<file path="config.mk">
export PLATFORM = sky130hd
export DESIGN_NAME = regfile_sb
export DESIGN_NICKNAME = d
export VERILOG_FILES = /design/src/rtl/regfile_sb_pkg.sv /design/src/rtl/regfile_scoreboard.sv /design/src/rtl/regfile_sb.sv
export SDC_FILE = /design/constraint.sdc
export NUM_CORES = 2
export LEC_CHECK = 0
export ABC_AREA = 0
export CAP_MARGIN = 5
export CORE_ASPECT_RATIO = 2
export CORE_MARGIN = 10
export CORE_UTILIZATION = 60
export DETAILED_ROUTE_END_ITERATION = 12
export DONT_BUFFER_PORTS = 1
export GPL_ROUTABILITY_DRIVEN = 0
export GPL_TIMING_DRIVEN = 0
export PLACE_DENSITY = 0.73
export RECOVER_POWER = 100
export SETUP_SLACK_MARGIN = 0.05
export SLEW_MARGIN = 20
export SYNTH_ARGS = -nofsm -noshare
export SYNTH_HDL_FRONTEND = slang
export SYNTH_SLANG_ARGS = --single-unit
</file>
<file path="constraint.sdc">
create_clock -name clk -period 6.6 [get_ports clk]
set_input_delay 0.66 -clock clk [delete_from_list [all_inputs] [get_ports clk]]
set_output_delay 0.66 -clock clk [all_outputs]
set_load 0.02 [all_outputs]
</file>
<file path="src/rtl/regfile_sb_pkg.sv">
// Shared constants and types for the npc register file and its busy scoreboard.
package regfile_sb_pkg;

    localparam int unsigned RF_ADDR_WIDTH = 5;
    localparam int unsigned RF_DATA_WIDTH = 32;

    typedef logic [RF_ADDR_WIDTH-1:0] reg_idx_t;

    // Index of the hardwired-zero entry when ZERO_REG is enabled.
    localparam reg_idx_t ZERO_IDX = '0;

endpackage

</file>
<file path="src/rtl/regfile_scoreboard.sv">
// Per-register pending-bit scoreboard.
// Ports:
//   clk, rst        clock, synchronous active-high reset
//   wen, waddr      writeback clears pending[waddr]
//   busy_set/addr   issue marks busy_addr pending
//   busy_flush      clears every pending bit
//   raddr           packed read indices, one per read port
//   rbusy           per-port busy lookup (bypassed by a same-cycle write)
//   busy_any        OR of the registered pending vector
module regfile_scoreboard
    import regfile_sb_pkg::*;
#(
    parameter int unsigned ADDR_WIDTH = RF_ADDR_WIDTH,
    parameter int unsigned NR_READ    = 2,
    parameter int unsigned ZERO_REG   = 1,
    parameter int unsigned BYPASS     = 1
) (
    input  logic                          clk,
    input  logic                          rst,
    input  logic                          wen,
    input  logic [ADDR_WIDTH-1:0]         waddr,
    input  logic                          busy_set,
    input  logic [ADDR_WIDTH-1:0]         busy_addr,
    input  logic                          busy_flush,
    input  logic [NR_READ*ADDR_WIDTH-1:0] raddr,
    output logic [NR_READ-1:0]            rbusy,
    output logic                          busy_any
);

    localparam int unsigned DEPTH = 2**ADDR_WIDTH;

    logic [DEPTH-1:0] pending;
    logic [DEPTH-1:0] pending_nxt;

    function automatic logic is_zero(input logic [ADDR_WIDTH-1:0] a);
        return (ZERO_REG != 0) && (a == ADDR_WIDTH'(ZERO_IDX));
    endfunction

    // Flush, then writeback clear, then issue set: the set comes from the newest owner.
    always_comb begin
        pending_nxt = pending;
        if (busy_flush) begin
            pending_nxt = '0;
        end
        if (wen) begin
            pending_nxt[waddr] = 1'b0;
        end
        if (busy_set && !is_zero(busy_addr)) begin
            pending_nxt[busy_addr] = 1'b1;
        end
    end

    always_ff @(posedge clk) begin
        if (rst) begin
            pending <= '0;
        end else begin
            pending <= pending_nxt;
        end
    end

    assign busy_any = |pending;

    // A write in reset is discarded, so it must not bypass the busy lookup either.
    generate
        for (genvar gi = 0; gi < int'(NR_READ); gi++) begin : g_rbusy
            logic [ADDR_WIDTH-1:0] ra;
            logic                  byp_hit;
            assign ra      = raddr[gi*ADDR_WIDTH +: ADDR_WIDTH];
            assign byp_hit = (BYPASS != 0) && wen && !rst && (waddr == ra);
            assign rbusy[gi] = (is_zero(ra) || byp_hit) ? 1'b0 : pending[ra];
        end
    endgenerate

endmodule

</file>
<file path="src/rtl/regfile_sb.sv">
// Multi-read, single-write register file with zero-register masking,
// same-cycle write-to-read bypass and an integrated busy scoreboard.
// Ports:
//   clk, rst        clock, synchronous active-high reset
//   wen/waddr/wdata writeback port
//   raddr, rdata    packed read indices / read data (combinational)
//   rbusy           per-port hazard flag
//   busy_set/addr   issue-time pending mark
//   busy_flush      clear all pending bits
//   busy_any        any register pending
module regfile_sb
    import regfile_sb_pkg::*;
#(
    parameter int unsigned ADDR_WIDTH = RF_ADDR_WIDTH,
    parameter int unsigned DATA_WIDTH = RF_DATA_WIDTH,
    parameter int unsigned NR_READ    = 2,
    parameter int unsigned ZERO_REG   = 1,
    parameter int unsigned BYPASS     = 1
) (
    input  logic                          clk,
    input  logic                          rst,
    input  logic                          wen,
    input  logic [ADDR_WIDTH-1:0]         waddr,
    input  logic [DATA_WIDTH-1:0]         wdata,
    input  logic [NR_READ*ADDR_WIDTH-1:0] raddr,
    output logic [NR_READ*DATA_WIDTH-1:0] rdata,
    output logic [NR_READ-1:0]            rbusy,
    input  logic                          busy_set,
    input  logic [ADDR_WIDTH-1:0]         busy_addr,
    input  logic                          busy_flush,
    output logic                          busy_any
);

    localparam int unsigned DEPTH = 2**ADDR_WIDTH;

    logic [DATA_WIDTH-1:0] rf [DEPTH];

    function automatic logic is_zero(input logic [ADDR_WIDTH-1:0] a);
        return (ZERO_REG != 0) && (a == ADDR_WIDTH'(ZERO_IDX));
    endfunction

    // Data array; writes to the hardwired-zero entry are dropped.
    always_ff @(posedge clk) begin
        if (rst) begin
            for (int i = 0; i < int'(DEPTH); i++) begin
                rf[i] <= '0;
            end
        end else if (wen && !is_zero(waddr)) begin
            rf[waddr] <= wdata;
        end
    end

    // Read ports: zero masking first, then bypass, then the array.
    generate
        for (genvar gi = 0; gi < int'(NR_READ); gi++) begin : g_read
            logic [ADDR_WIDTH-1:0] ra;
            logic                  byp_hit;
            assign ra      = raddr[gi*ADDR_WIDTH +: ADDR_WIDTH];
            assign byp_hit = (BYPASS != 0) && wen && !rst && (waddr == ra);
            assign rdata[gi*DATA_WIDTH +: DATA_WIDTH] =
                is_zero(ra) ? '0 : (byp_hit ? wdata : rf[ra]);
        end
    endgenerate

    regfile_scoreboard #(
        .ADDR_WIDTH (ADDR_WIDTH),
        .NR_READ    (NR_READ),
        .ZERO_REG   (ZERO_REG),
        .BYPASS     (BYPASS)
    ) u_scoreboard (
        .clk        (clk),
        .rst        (rst),
        .wen        (wen),
        .waddr      (waddr),
        .busy_set   (busy_set),
        .busy_addr  (busy_addr),
        .busy_flush (busy_flush),
        .raddr      (raddr),
        .rbusy      (rbusy),
        .busy_any   (busy_any)
    );

endmodule
</file>
==> results.json <==
{
  "status": "finished with violations",
  "violations": "max-capacitance violations, max-slew violations",
  "ant_nets": 0,
  "crit_start": "raddr[5]",
  "finClkSkew_ns": 0,
  "yosysTopAreaCell": "edfxtp_1",
  "dp_hpwl_um": 163000,
  "yosysWarnings": 0,
  "synthTopCellsByArea": "edfxtp_1 53%, mux4_2 16%, and2_1 11%",
  "rsz0062_at_grt": "no",
  "grt_max_degree": 33,
  "cts_max_level": 3,
  "portBuffers": 0,
  "synthMuxAreaShare_pct": 22.1,
  "io_pins": 124,
  "mappedNetlistArea_um2": 57800,
  "worstMarginPinSlew_ns": 3.67,
  "setup_viol": 0,
  "final_util_pct": 65.3,
  "grt_overflow_total": 0,
  "wl_um": 221000,
  "num_rows": 161,
  "synth_compound_area_share_pct": 5.84,
  "clock_latency_ns": 0.74,
  "cts-resized-gates": 0,
  "cts_root_buf": "clkbuf_16",
  "fin_area_um2": 62600,
  "synth_top_family_by_area": "multiplexers",
  "min_period_ns": 5.93,
  "post-cts-setup-buffers": 0,
  "ys_ff_latch": 1056,
  "clk_pin_slew_ns": 0.07,
  "drc": 0,
  "async_reset_ff_share_pct": 0,
  "grt_pass1_vias": 39943,
  "dr.max_layer_used": "met5",
  "wl_per_cell_um": 40.5,
  "wl_met3_um": 35000,
  "num_vias": 40925,
  "totalNegativeSetupSlack_ns": 0,
  "coreArea_um2": 95900,
  "slew_headroom_pct": -145,
  "min-delay-start": "busy_addr[3]",
  "ir_drop_mv": 0.251,
  "grtUsageTotal_pct": 40.1,
  "cp.required_ns": 5.94,
  "critPathMaxFanout": 10,
  "seq_area_frac_synth_pct": 54.3,
  "setup.worst_path.start_class": "input pin",
  "wl_met2_um": 97800,
  "drtIter0Drc": 7535,
  "synthFlopType": "edfxtp_1",
  "fin_crit_sh_pct": 89.8,
  "antenna_found_initial": 12,
  "grt_pass1_wl_um": 303000,
  "synth-adder-area-share_pct": 0,
  "ys_types": 62,
  "maxSlewViolCount": 1038,
  "yosysTopAreaCellShare_pct": 53.2,
  "nets": 4213,
  "viasPerCell": 7.49,
  "synth_edf_count": 1024,
  "syn_inst": 4023,
  "start_util_pct": 60.3,
  "die_area_um2": 110000,
  "end_kind": "output port",
  "min_path_type": "in2reg",
  "drive_above_1_share_pct": 18.2,
  "critPathArrivalTime_ns": 5.27,
  "p_leak_uw": 0.0209,
  "synthXorXnorAreaFrac_pct": 0.152,
  "wl_met1_um": 67300,
  "ctsHoldBuffers": 0,
  "die-width_um": 239,
  "die-height_um": 459,
  "power_density_nw_per_um2": 255,
  "clockBufferDepth": 3,
  "synthSimpleGateAreaFrac_pct": 14.0,
  "dp_slack_ns": 1.69,
  "hold_viol": 0,
  "drtPass1Iterations": 7,
  "criticalPathCategory": "in2out",
  "cts_sinks": 1056,
  "cts_buffers": 92,
  "cts_tree": "built",
  "r2r_start": "u_scoreboard.pending[25]",
  "synth_area_per_cell_um2": 14.4,
  "cap_violations": 35,
  "placed_cell_area_um2": 59600,
  "syn_to_final_growth_pct": 8.26,
  "clock.fmax_ghz": 0.169,
  "setup_ws_ns": 0.673
}
per-layer routing:
layer  up-vias  global-route usage [%]
li1      15750                       -
met1     20155                    45.9
met2      3949                    59.7
met3      1057                    16.7
met4        14                    29.8
met5         -                       0
sequential cells by signal, indices dropped and copies added, names as in the netlist:
name                  flops
rf                     1024
u_scoreboard.pending     32
where the power goes:
group          switching [µW]  internal, µW  leakage, µW
logic                    1450           780      0.00938
clock network            2670          3110      0.00152
registers                 197          7730       0.0100
final timing paths:
kind,to,slack [ns],cells past startpoint
max,rdata[62],0.67,8
min reg2reg,u_scoreboard.pending[0],0.51,2
max reg2reg,u_scoreboard.pending[25],5.71,4
min,u_scoreboard.pending[29],0.08,2
cell type report:
type / count / area [µm²]
plain buffers: 430 / 2070
diodes: 10 / 25.0
clock inverters: 60 / 588
multi-input cells: 2563 / 24400
repair buffers: 8 / 33.8
inverters: 5 / 18.8
fillers: 7043 / 33300
well taps: 1222 / 1530
flip-flops and latches: 1056 / 31400
clock buffers: 110 / 2510
cell usage after synthesis, types with 56 or more instances:
cell type  count
a211oi_1      66
edfxtp_1    1024
a221o_1       56
and2_1       997
mux2i_1      256
clkbuf_1     299
a21oi_1       64
mux4_2       423
buf_2         62
a221oi_1      64
nand2_1       65
nor2_1        74
nor2b_1       56
placed cells by master (no fill, tap or decap), drive strengths merged, types with 29 or more instances in the layout:
master     n
a22oi     29
and2     997
nor3      32
a221o     56
a211oi    66
nand2     65
nor2b     56
or2       33
a221oi    65
dfxtp     32
mux2      59
mux4     423
a21oi     64
nor2      75
buf      128
clkbuf   420
mux2i    256
edfxtp  1024
clkinv    44
conb      32
o22ai     32
metrics by stage:
stage | hold WS [ns] | instances | total power [µW]
after floorplan | 0.432 | 4054 | 9310
after global placement | 0.476 | 5276 | 10100
after detailed placement | 0.483 | 5283 | 10200
after CTS | 0.0740 | 5453 | 15700
after global routing | 0.113 | 5454 | 16100
final | 0.0803 | 5464 | 15900
worst max-delay path, stage by stage:
cell and delay, ns:
buf_4 0.28, clkbuf_1 1.33, buf_4 0.48, nor4b_1 0.14, nor3_1 0.31, clkbuf_1 0.67
clkbuf_1 0.77, a221o_1 0.59
cells by family (layout without fill, tap and decap cells):
family | after synthesis | after routing
AOI/OAI and AO/OA | 439 | 439
xor gates and xnor gates | 10 | 10
buffers and inverters | 435 | 613
DFF | 1056 | 1056
muxes | 738 | 738
other | 1 | 42
and+or+nand+nor | 1344 | 1344
No activity file was read; power rests on OpenSTA's default activity.
